## src/rtl/floor_display_driver.sv

```systemverilog
`default_nettype none
// =============================================================================
// floor_display_driver : serial binary-to-BCD conversion feeding a multiplexed
//   seven-segment scan with leading-zero blanking, blink and overflow dash.
// Revision: 1.0
// =============================================================================
module floor_display_driver #(
   parameter int DIGITS    = 2,
   parameter int BIN_W     = 7,
   parameter int SCAN_DIV  = 1000,
   parameter int BLINK_DIV = 500000
) (
   input  logic              clk,
   input  logic              rst_n,
   input  logic              load,
   input  logic [BIN_W-1:0]  value,
   input  logic              blank_lz,
   input  logic              blink_en,
   output logic [6:0]        seg,
   output logic [DIGITS-1:0] dig_en,
   output logic              busy,
   output logic              ovf
);

   localparam int c_limit = 10 ** DIGITS;
   localparam int c_dw    = (DIGITS > 1) ? $clog2(DIGITS) : 1;
   localparam int c_sw    = $clog2(SCAN_DIV);
   localparam int c_bw    = $clog2(BLINK_DIV);
   localparam int c_cw    = $clog2(BIN_W + 1);
   localparam int c_nw    = DIGITS * 4;

   typedef enum logic [0:0] {IDLE = 1'b0, CONV = 1'b1} state_t;

   state_t           r_state, w_state_nxt;
   logic [BIN_W-1:0] r_bin;
   logic [c_nw-1:0]  r_bcd, r_disp, w_bcd_adj;
   logic [c_cw-1:0]  r_iter;
   logic             r_ovf_pend;
   logic             w_accept, w_commit;
   logic [c_sw-1:0]  r_scnt, w_scnt_nxt;
   logic [c_dw-1:0]  r_didx, w_didx_nxt;
   logic [c_bw-1:0]  r_bcnt, w_bcnt_nxt;
   logic             r_phase, w_phase_nxt;
   logic [3:0]       w_code;
   logic             w_lz;
   logic [6:0]       w_seg_nxt;

   always_ff @(posedge clk or negedge rst_n) begin
      if (!rst_n) r_state <= IDLE;
      else        r_state <= w_state_nxt;
   end

   // The commit cycle (r_iter == BIN_W) may already accept the next load.
   always_comb begin
      w_state_nxt = r_state;
      w_accept    = 1'b0;
      w_commit    = 1'b0;
      case (r_state)
         IDLE: begin
            if (load) begin
               w_accept    = 1'b1;
               w_state_nxt = CONV;
            end
         end
         CONV: begin
            if (r_iter == c_cw'(BIN_W)) begin
               w_commit    = 1'b1;
               w_state_nxt = IDLE;
               if (load) begin
                  w_accept    = 1'b1;
                  w_state_nxt = CONV;
               end
            end
         end
         default: w_state_nxt = IDLE;
      endcase
   end

   always_comb begin
      w_bcd_adj = r_bcd;
      for (int i = 0; i < DIGITS; i++) begin
         if (r_bcd[i*4 +: 4] >= 4'd5) w_bcd_adj[i*4 +: 4] = r_bcd[i*4 +: 4] + 4'd3;
      end
   end

   always_ff @(posedge clk or negedge rst_n) begin
      if (!rst_n) begin
         r_bin      <= '0;
         r_bcd      <= '0;
         r_iter     <= '0;
         r_ovf_pend <= 1'b0;
         r_disp     <= '1;
         ovf        <= 1'b0;
         busy       <= 1'b0;
      end else begin
         if (w_accept) begin
            r_bin      <= value;
            r_bcd      <= '0;
            r_iter     <= '0;
            r_ovf_pend <= (value >= BIN_W'(c_limit));
         end else if (r_state == CONV && !w_commit) begin
            // Digits above DIGITS are dropped; they only matter when ovf is set.
            r_bcd  <= c_nw'({w_bcd_adj, r_bin[BIN_W-1]});
            r_bin  <= r_bin << 1;
            r_iter <= r_iter + 1'b1;
         end
         if (w_commit) begin
            r_disp <= r_bcd;
            ovf    <= r_ovf_pend;
         end
         busy <= (r_state == CONV) && !w_commit;
      end
   end

   always_comb begin
      w_scnt_nxt  = r_scnt + 1'b1;
      w_didx_nxt  = r_didx;
      w_bcnt_nxt  = r_bcnt + 1'b1;
      w_phase_nxt = r_phase;
      if (r_scnt == c_sw'(SCAN_DIV - 1)) begin
         w_scnt_nxt = '0;
         w_didx_nxt = (r_didx == c_dw'(DIGITS - 1)) ? '0 : r_didx + 1'b1;
      end
      if (r_bcnt == c_bw'(BLINK_DIV - 1)) begin
         w_bcnt_nxt  = '0;
         w_phase_nxt = ~r_phase;
      end
   end

   // Segment pattern is computed for the digit enabled after this edge.
   always_comb begin
      w_code = r_disp[{w_didx_nxt, 2'b00} +: 4];
      w_lz   = blank_lz && (w_didx_nxt != '0);
      for (int i = 0; i < DIGITS; i++) begin
         if (i >= int'(w_didx_nxt) && r_disp[i*4 +: 4] != 4'd0) w_lz = 1'b0;
      end
      case (w_code)
         4'd0:    w_seg_nxt = 7'b1111110;
         4'd1:    w_seg_nxt = 7'b0110000;
         4'd2:    w_seg_nxt = 7'b1101101;
         4'd3:    w_seg_nxt = 7'b1111001;
         4'd4:    w_seg_nxt = 7'b0110011;
         4'd5:    w_seg_nxt = 7'b1011011;
         4'd6:    w_seg_nxt = 7'b1011111;
         4'd7:    w_seg_nxt = 7'b1110000;
         4'd8:    w_seg_nxt = 7'b1111111;
         4'd9:    w_seg_nxt = 7'b1111011;
         default: w_seg_nxt = 7'b0000000;
      endcase
      if (ovf)       w_seg_nxt = 7'b0000001;
      else if (w_lz) w_seg_nxt = 7'b0000000;
      if (blink_en && w_phase_nxt) w_seg_nxt = 7'b0000000;
   end

   always_ff @(posedge clk or negedge rst_n) begin
      if (!rst_n) begin
         r_scnt  <= '0;
         r_didx  <= '0;
         r_bcnt  <= '0;
         r_phase <= 1'b0;
         seg     <= 7'b0000000;
         dig_en  <= DIGITS'(1);
      end else begin
         r_scnt  <= w_scnt_nxt;
         r_didx  <= w_didx_nxt;
         r_bcnt  <= w_bcnt_nxt;
         r_phase <= w_phase_nxt;
         seg     <= w_seg_nxt;
         dig_en  <= DIGITS'(1) << w_didx_nxt;
      end
   end

endmodule
`default_nettype wire

```

## config.mk

```make
export PLATFORM = sky130hd
export DESIGN_NAME = floor_display_driver
export DESIGN_NICKNAME = d
export VERILOG_FILES = /design/src/rtl/floor_display_driver.sv
export SDC_FILE = /design/constraint.sdc
export NUM_CORES = 1
export LEC_CHECK = 0
export CAP_MARGIN = 20
export CELL_PAD_IN_SITES_DETAIL_PLACEMENT = 2
export CELL_PAD_IN_SITES_GLOBAL_PLACEMENT = 2
export CORE_MARGIN = 10
export CORE_UTILIZATION = 42
export DETAILED_ROUTE_END_ITERATION = 8
export GPL_TIMING_DRIVEN = 0
export PLACE_DENSITY_LB_ADDON = 0.1
export SYNTH_ARGS = -nofsm -noshare
export SYNTH_HDL_FRONTEND = slang
export SYNTH_SLANG_ARGS = --single-unit
```

## constraint.sdc

```tcl
create_clock -name clk -period 4.3 [get_ports clk]
set_input_delay 0.43 -clock clk [delete_from_list [all_inputs] [get_ports clk]]
set_output_delay 0.43 -clock clk [all_outputs]
set_load 0.1 [all_outputs]
```

# Word-level counts from Yosys, hierarchy flattened
# Memories as Yosys holds them, arrays and structs flattened.
# Cells that the tools add are included.
[totals]
out_inout_bits = 11
n_memories = 1
word_cells = 65
romBits = 112
inputBits = 12
register_bits = 70
[op_classes]
add_sub_neg = 6
order_cmp = 4
bitwise_logic = 2
n_shift = 2
reduce_logical = 8
muxes = 25
eq_ne = 3
[mem_list]
columns = ["memory", "words", "word_bits", "rd", "rd_ports_with_merged_regs", "write_ports", "line", "rtl"]
rows = [
  ["(no name shown)", 16, 7, 1, 0, 0, "137", "case (w_code)"],
]
[ops]
columns = ["cell", "count"]
rows = [
  ["2-to-1 mux 7 bit", 5],
  ["adder 19 x 1 -> 19 bit (second input constant)", 1],
  ["equality test 19 bit (second input constant)", 1],
  ["2-to-1 mux 19 bit", 1],
  ["2-to-1 mux 8 bit", 2],
  ["adder 10 x 1 -> 10 bit (second input constant)", 1],
  ["equality test 10 bit (second input constant)", 1],
  ["2-to-1 mux 1 bit", 10],
  ["2-to-1 mux 10 bit", 1],
  ["2-to-1 mux 3 bit", 3],
  [">= comparator 4 x 3 -> 1 bit (second input constant)", 2],
  ["nonzero test 4 bit", 2],
  ["variable part select 8 x 4 -> 4 bit", 1],
  [">= comparator 7 bit (second input constant)", 1],
  ["adder 4 x 2 -> 4 bit (second input constant)", 1],
  ["logical AND 1 bit", 4],
  ["2-to-1 mux 4 bit", 1],
  ["one-hot mux 1 bit (2 select lines)", 2],
  ["adder 3 x 1 -> 3 bit (second input constant)", 1],
  ["adder 3 x 2 -> 3 bit (second input constant)", 1],
  ["equality test 3 bit (second input constant)", 1],
  ["inverter 1 bit", 2],
  ["nonzero test 2 bit", 1],
  ["<< shifter 1 x 1 -> 2 bit (first input constant)", 1],
  ["other kinds (3)", 3],
]

# Longest topological paths before layout
[depth]
depth_word = 10
mapped_depth = 13
ltp_nobuf = 13

# Worst setup path before layout
# OpenSTA, ideal clock, no wires.
[synth_timing]
path_type = "register -> register"
from = "register r_scnt[0]"
to = "register seg[0]"
setup_slack_ns = 1.876
arrival_ns = 2.303
path_buffers = 0
period_less_slack_ns = 2.424
setup_time_ns = 0.121
path_stages_with_launch = 14
required_ns = 4.179
path_cell_list = "dfrtp_1 > ha_1 > nand2_1 > nor3_4 > xnor2_2 > inv_2 > nand2_1 > and2_1 > inv_1 > ha_1 > nor2_1 > a211oi_1 > a21oi_1 > o21a_1"
[synth_between]
elab_chain_cells = 9
elab_cells_between_ends = 12
cone_classes = "order compare (1); eq/ne (1); shift (1); mux (6); reduce/logical (2); memory (1)"
[synth_rtl]
columns = ["item", "line", "rtl"]
rows = [
  ["start: declaration", "40", "logic [c_sw-1:0] r_scnt, w_scnt_nxt;"],
  ["start signal: assignment", "164", "r_scnt <= w_scnt_nxt;"],
  ["equality test 10 bit *", "120", "if (r_scnt == c_sw'(SCAN_DIV - 1)) begin"],
  ["2-to-1 mux 1 bit *", "120", ""],
  ["via w_didx_nxt", "41", "logic [c_dw-1:0] r_didx, w_didx_nxt;"],
  ["branches (longest 4 deep; another with memory read (16 x 7 bit))", "n/a", ""],
  ["2-to-1 mux 7 bit *", "151", "else if (w_lz) w_seg_nxt = 7'b0000000;"],
  ["2-to-1 mux 7 bit *", "150", "if (ovf) w_seg_nxt = 7'b0000001;"],
  ["2-to-1 mux 7 bit *", "152", "if (blink_en && w_phase_nxt) w_seg_nxt = 7'b0000000;"],
  ["via w_seg_nxt[0]", "46", "logic [6:0] w_seg_nxt;"],
  ["end signal: assignment", "168", "seg <= w_seg_nxt;"],
  ["end: declaration", "19", "output logic [6:0] seg,"],
]
# Mark *: on every way through the listed nets, which the timed path passes.
# A chain may end at the register's enable or synchronous reset.

# Worst setup path in the final report
# Ends and elaborated chain as after synthesis.

==> results.json <==
{
  "startpoint_type": "register",
  "crit_path_largest_cell_delay_ps": 410,
  "hpwl_um": 5630,
  "worstReg2RegStart": "r_scnt[0]",
  "top_cell_types_by_occurrence_after_synthesis": "60 x dfrtp_1, 37 x nand2_1, 31 x nor2_1",
  "worst-endpoint-arrival_ps": 3250,
  "timing_worst_setup_path_type": "register to register",
  "fp.dieH_um": 109,
  "layout_min_cycle_time_ps": 3020,
  "cts.root.buffer_cell": "clkbuf_8",
  "clock.fmax_mhz": 331,
  "gr-usage-all-layers_pct": 14.8,
  "clk_pin_slew_ps": 70,
  "postSynthCellCount": 312,
  "ys_types": 49,
  "area_growth_syn_to_layout_pct": 15.4,
  "power.static_leakage_uw": 0.00166,
  "post_synth_mux_area_share_pct": 6.42,
  "drv_slew": 0,
  "first_pass_iters": 4,
  "fin_skew_ps": 4.33,
  "ctsHtreeMaxLevel": 3,
  "antenna_diodes": 0,
  "synth-seq-cells": 69,
  "route.vias.total": 2394,
  "critical_path.slowest_cell": "dfrtp_1",
  "drc": 0,
  "tns_ps": 0,
  "synth_most_common_cell": "dfrtp_1",
  "floorplan.die.width_um": 109,
  "drive_above_1_share_pct": 12.3,
  "powerDensity_nw_per_um2": 645,
  "hold_viol_final": 0,
  "synth_xor_area_share_pct": 7.33,
  "core_um2": 7730,
  "routed_wirelength_um": 8000,
  "summed_instance_area_of_the_synthesized_netlist_um2": 3330,
  "hold_path_class": "input port to async pin",
  "postCtsHoldBufs": 0,
  "cts_tree": "built",
  "cts_setup_buffers": 0,
  "cts-buffers-inserted": 9,
  "floorplan.die_area_um2": 11900,
  "detailed_place.area_um2": 3670,
  "seq_area_frac_synth_pct": 52.2,
  "antenna_found_initial": 0,
  "maxCapViolations": 0,
  "cts-root-to-sink-buffers": 2,
  "critPathBufInv": 2,
  "setup_crit_end_kind": "register",
  "maximum_number_of_pins_on_one_net_before_global_route_repair": 70,
  "async_reset_ff_share_pct": 100,
  "drt-initial-drc-count": 69,
  "synth_top_family_by_area": "simple AND/OR/NAND/NOR gates",
  "critical_path_required_time_ps": 4530,
  "top_level_ports": 23,
  "start_util_pct": 43.1,
  "routed_via_density": 5.31,
  "synth-warning-count": 0,
  "capture_instance_of_the_worst_register_to_register_path": "seg[0]",
  "post_synth_main_area_contributors": "dfrtp_1 45%, dfstp_2 7.1%, ha_1 4.9%",
  "r2r_setup_slack_ps": 1280,
  "finalCritPeriodShare_pct": 70.3,
  "gp_congestion": 0.731,
  "postLayoutCoreUtil_pct": 49.7,
  "max_slew_margin_pct": 33.4,
  "syn_area_per_cell_um2": 10.7,
  "num-fill-cells": 811,
  "critPathMaxFanout": 10,
  "report.final.setup_viol": 0,
  "post_cts_resized": 0,
  "count_of_input_and_output_buffers": 21,
  "number_of_enable_type_register_cells_in_the_synthesized_netlist": 0,
  "peakVddDrop_uv": 367,
  "syn-num-nets": 337,
  "final_area_um2": 3840,
  "synthFlopType": "dfrtp_1",
  "rows": 32,
  "reg2reg_path_depth": 13,
  "outcome": "completed",
  "first_global_vias": 2708,
  "overflow": 0,
  "insertion_delay_to_the_later_sink_of_the_worst_skew_pair_ps": 340,
  "setup_repair_after_global_routing_missed_its_margin": "no",
  "synth_compound_area_share_pct": 9.54,
  "grt_pass1_wl_um": 14000,
  "drt-wirelength-per-cell_um": 17.7,
  "synth.top_cell.area_share_pct": 45.1,
  "tritoncts_num_sinks": 69,
  "whs_ps": 209,
  "crit_chain": "ha_1 > nand2_1 > nor3_4 > xnor2_2 > inv_2 > nand2_1 > and2_1 > inv_1 > ha_1 > nor2_1 > a211oi_1 > a21oi_1 > o21a_1",
  "design.final.nets": 369,
  "post_synth_top_area_cell": "dfrtp_1",
  "path_delay_family": "simple AND/OR/NAND/NOR gates",
  "postRouteAntennaNets": 0,
  "synth-simple-area-share_pct": 17.7,
  "synth_area_in_adders_pct": 4.88,
  "tightest_slew_ps": 996
}
cell families (layout without fill, tap and decap cells):
logic type | count (synthesis) | count (layout)
XOR/XNOR | 27 | 27
AND/OR/NAND/NOR | 118 | 118
flip-flops | 69 | 69
AO/OA/AOI/OAI | 49 | 49
buffers and inverters | 16 | 53
multiplexers | 20 | 20
adder cells (fa/ha/maj) | 13 | 13
cells in the final DEF (no fill, tap or decap), types with 2 or more instances in the layout:
cell type / instances
clkbuf_8: 11
nand2_1: 37
and4_1: 2
nor3_1: 2
clkbuf_1: 7
and3_1: 3
xnor2_1: 13
o31ai_1: 7
o21ai_0: 19
inv_1: 7
a32o_1: 2
nor2_1: 31
buf_4: 2
dfstp_2: 9
dfrtp_1: 60
mux2i_1: 11
nor3b_1: 2
clkdlybuf4s50_1: 20
xor2_1: 13
nand3_1: 14
o21a_1: 2
ha_1: 13
nand4_1: 2
a21oi_1: 10
nand2b_1: 6
clkinv_2: 3
nor4_1: 2
mux2_2: 8
nor2b_1: 2
nand3b_1: 6
stage by stage:
stage,cells,worst slack (ps),power (uW)
4_1_cts,451,1230,2520
2_1_floorplan,312,1880,1720
6_report,451,1280,2480
5_1_grt,451,957,2670
3_5_place_dp,435,1280,2020
3_3_place_gp,435,369,1970
registers in the layout (all words and copies together) (netlist names), 2 cells and up:
| register | flops |
|---|---|
| r_disp | 8 |
| r_iter | 3 |
| r_bcd | 8 |
| r_bcnt | 19 |
| dig_en | 2 |
| r_scnt | 10 |
| seg | 7 |
| r_bin | 7 |
worst max-delay path by stage:
| stage | from | endpoint | slack, ps | cells after the start |
|---|---|---|---|---|
| global placement | rst_n | seg[6] | 370 | 1 |
| finish | r_scnt[0] | seg[0] | 1280 | 13 |
| detailed placement | r_scnt[0] | seg[0] | 1280 | 13 |
| CTS | r_scnt[0] | seg[0] | 1230 | 13 |
| floorplan | r_scnt[0] | seg[0] | 1880 | 13 |
| global route | r_scnt[0] | seg[0] | 960 | 13 |
where the power goes:
part           switching, uW  internal, uW
Sequential               127           828
Combinational            696           348
Clock                    242           238
routing by layer:
metal	track usage (%)	share of wire (%)	vias up	routed length, um
li1	-	-	1145	-
met1	18.4	45	1220	3640
met2	25.0	51	18	4110
met3	2.89	1.8	11	143
met4	5.46	1.4	0	110
met5	0	0	-	0
area by class of cell:
cell class	instances	area, um^2	area share [%]
clock buffers	12	155	4.04
clock inverters	4	22.5	0.586
multi-input cells	227	1530	39.8
well taps	102	128	3.32
inverters	9	33.8	0.879
repair buffers	21	208	5.40
plain buffers	7	30.0	0.781
flip-flops and latches	69	1740	45.2
Power figures use the tool's default switching activity.
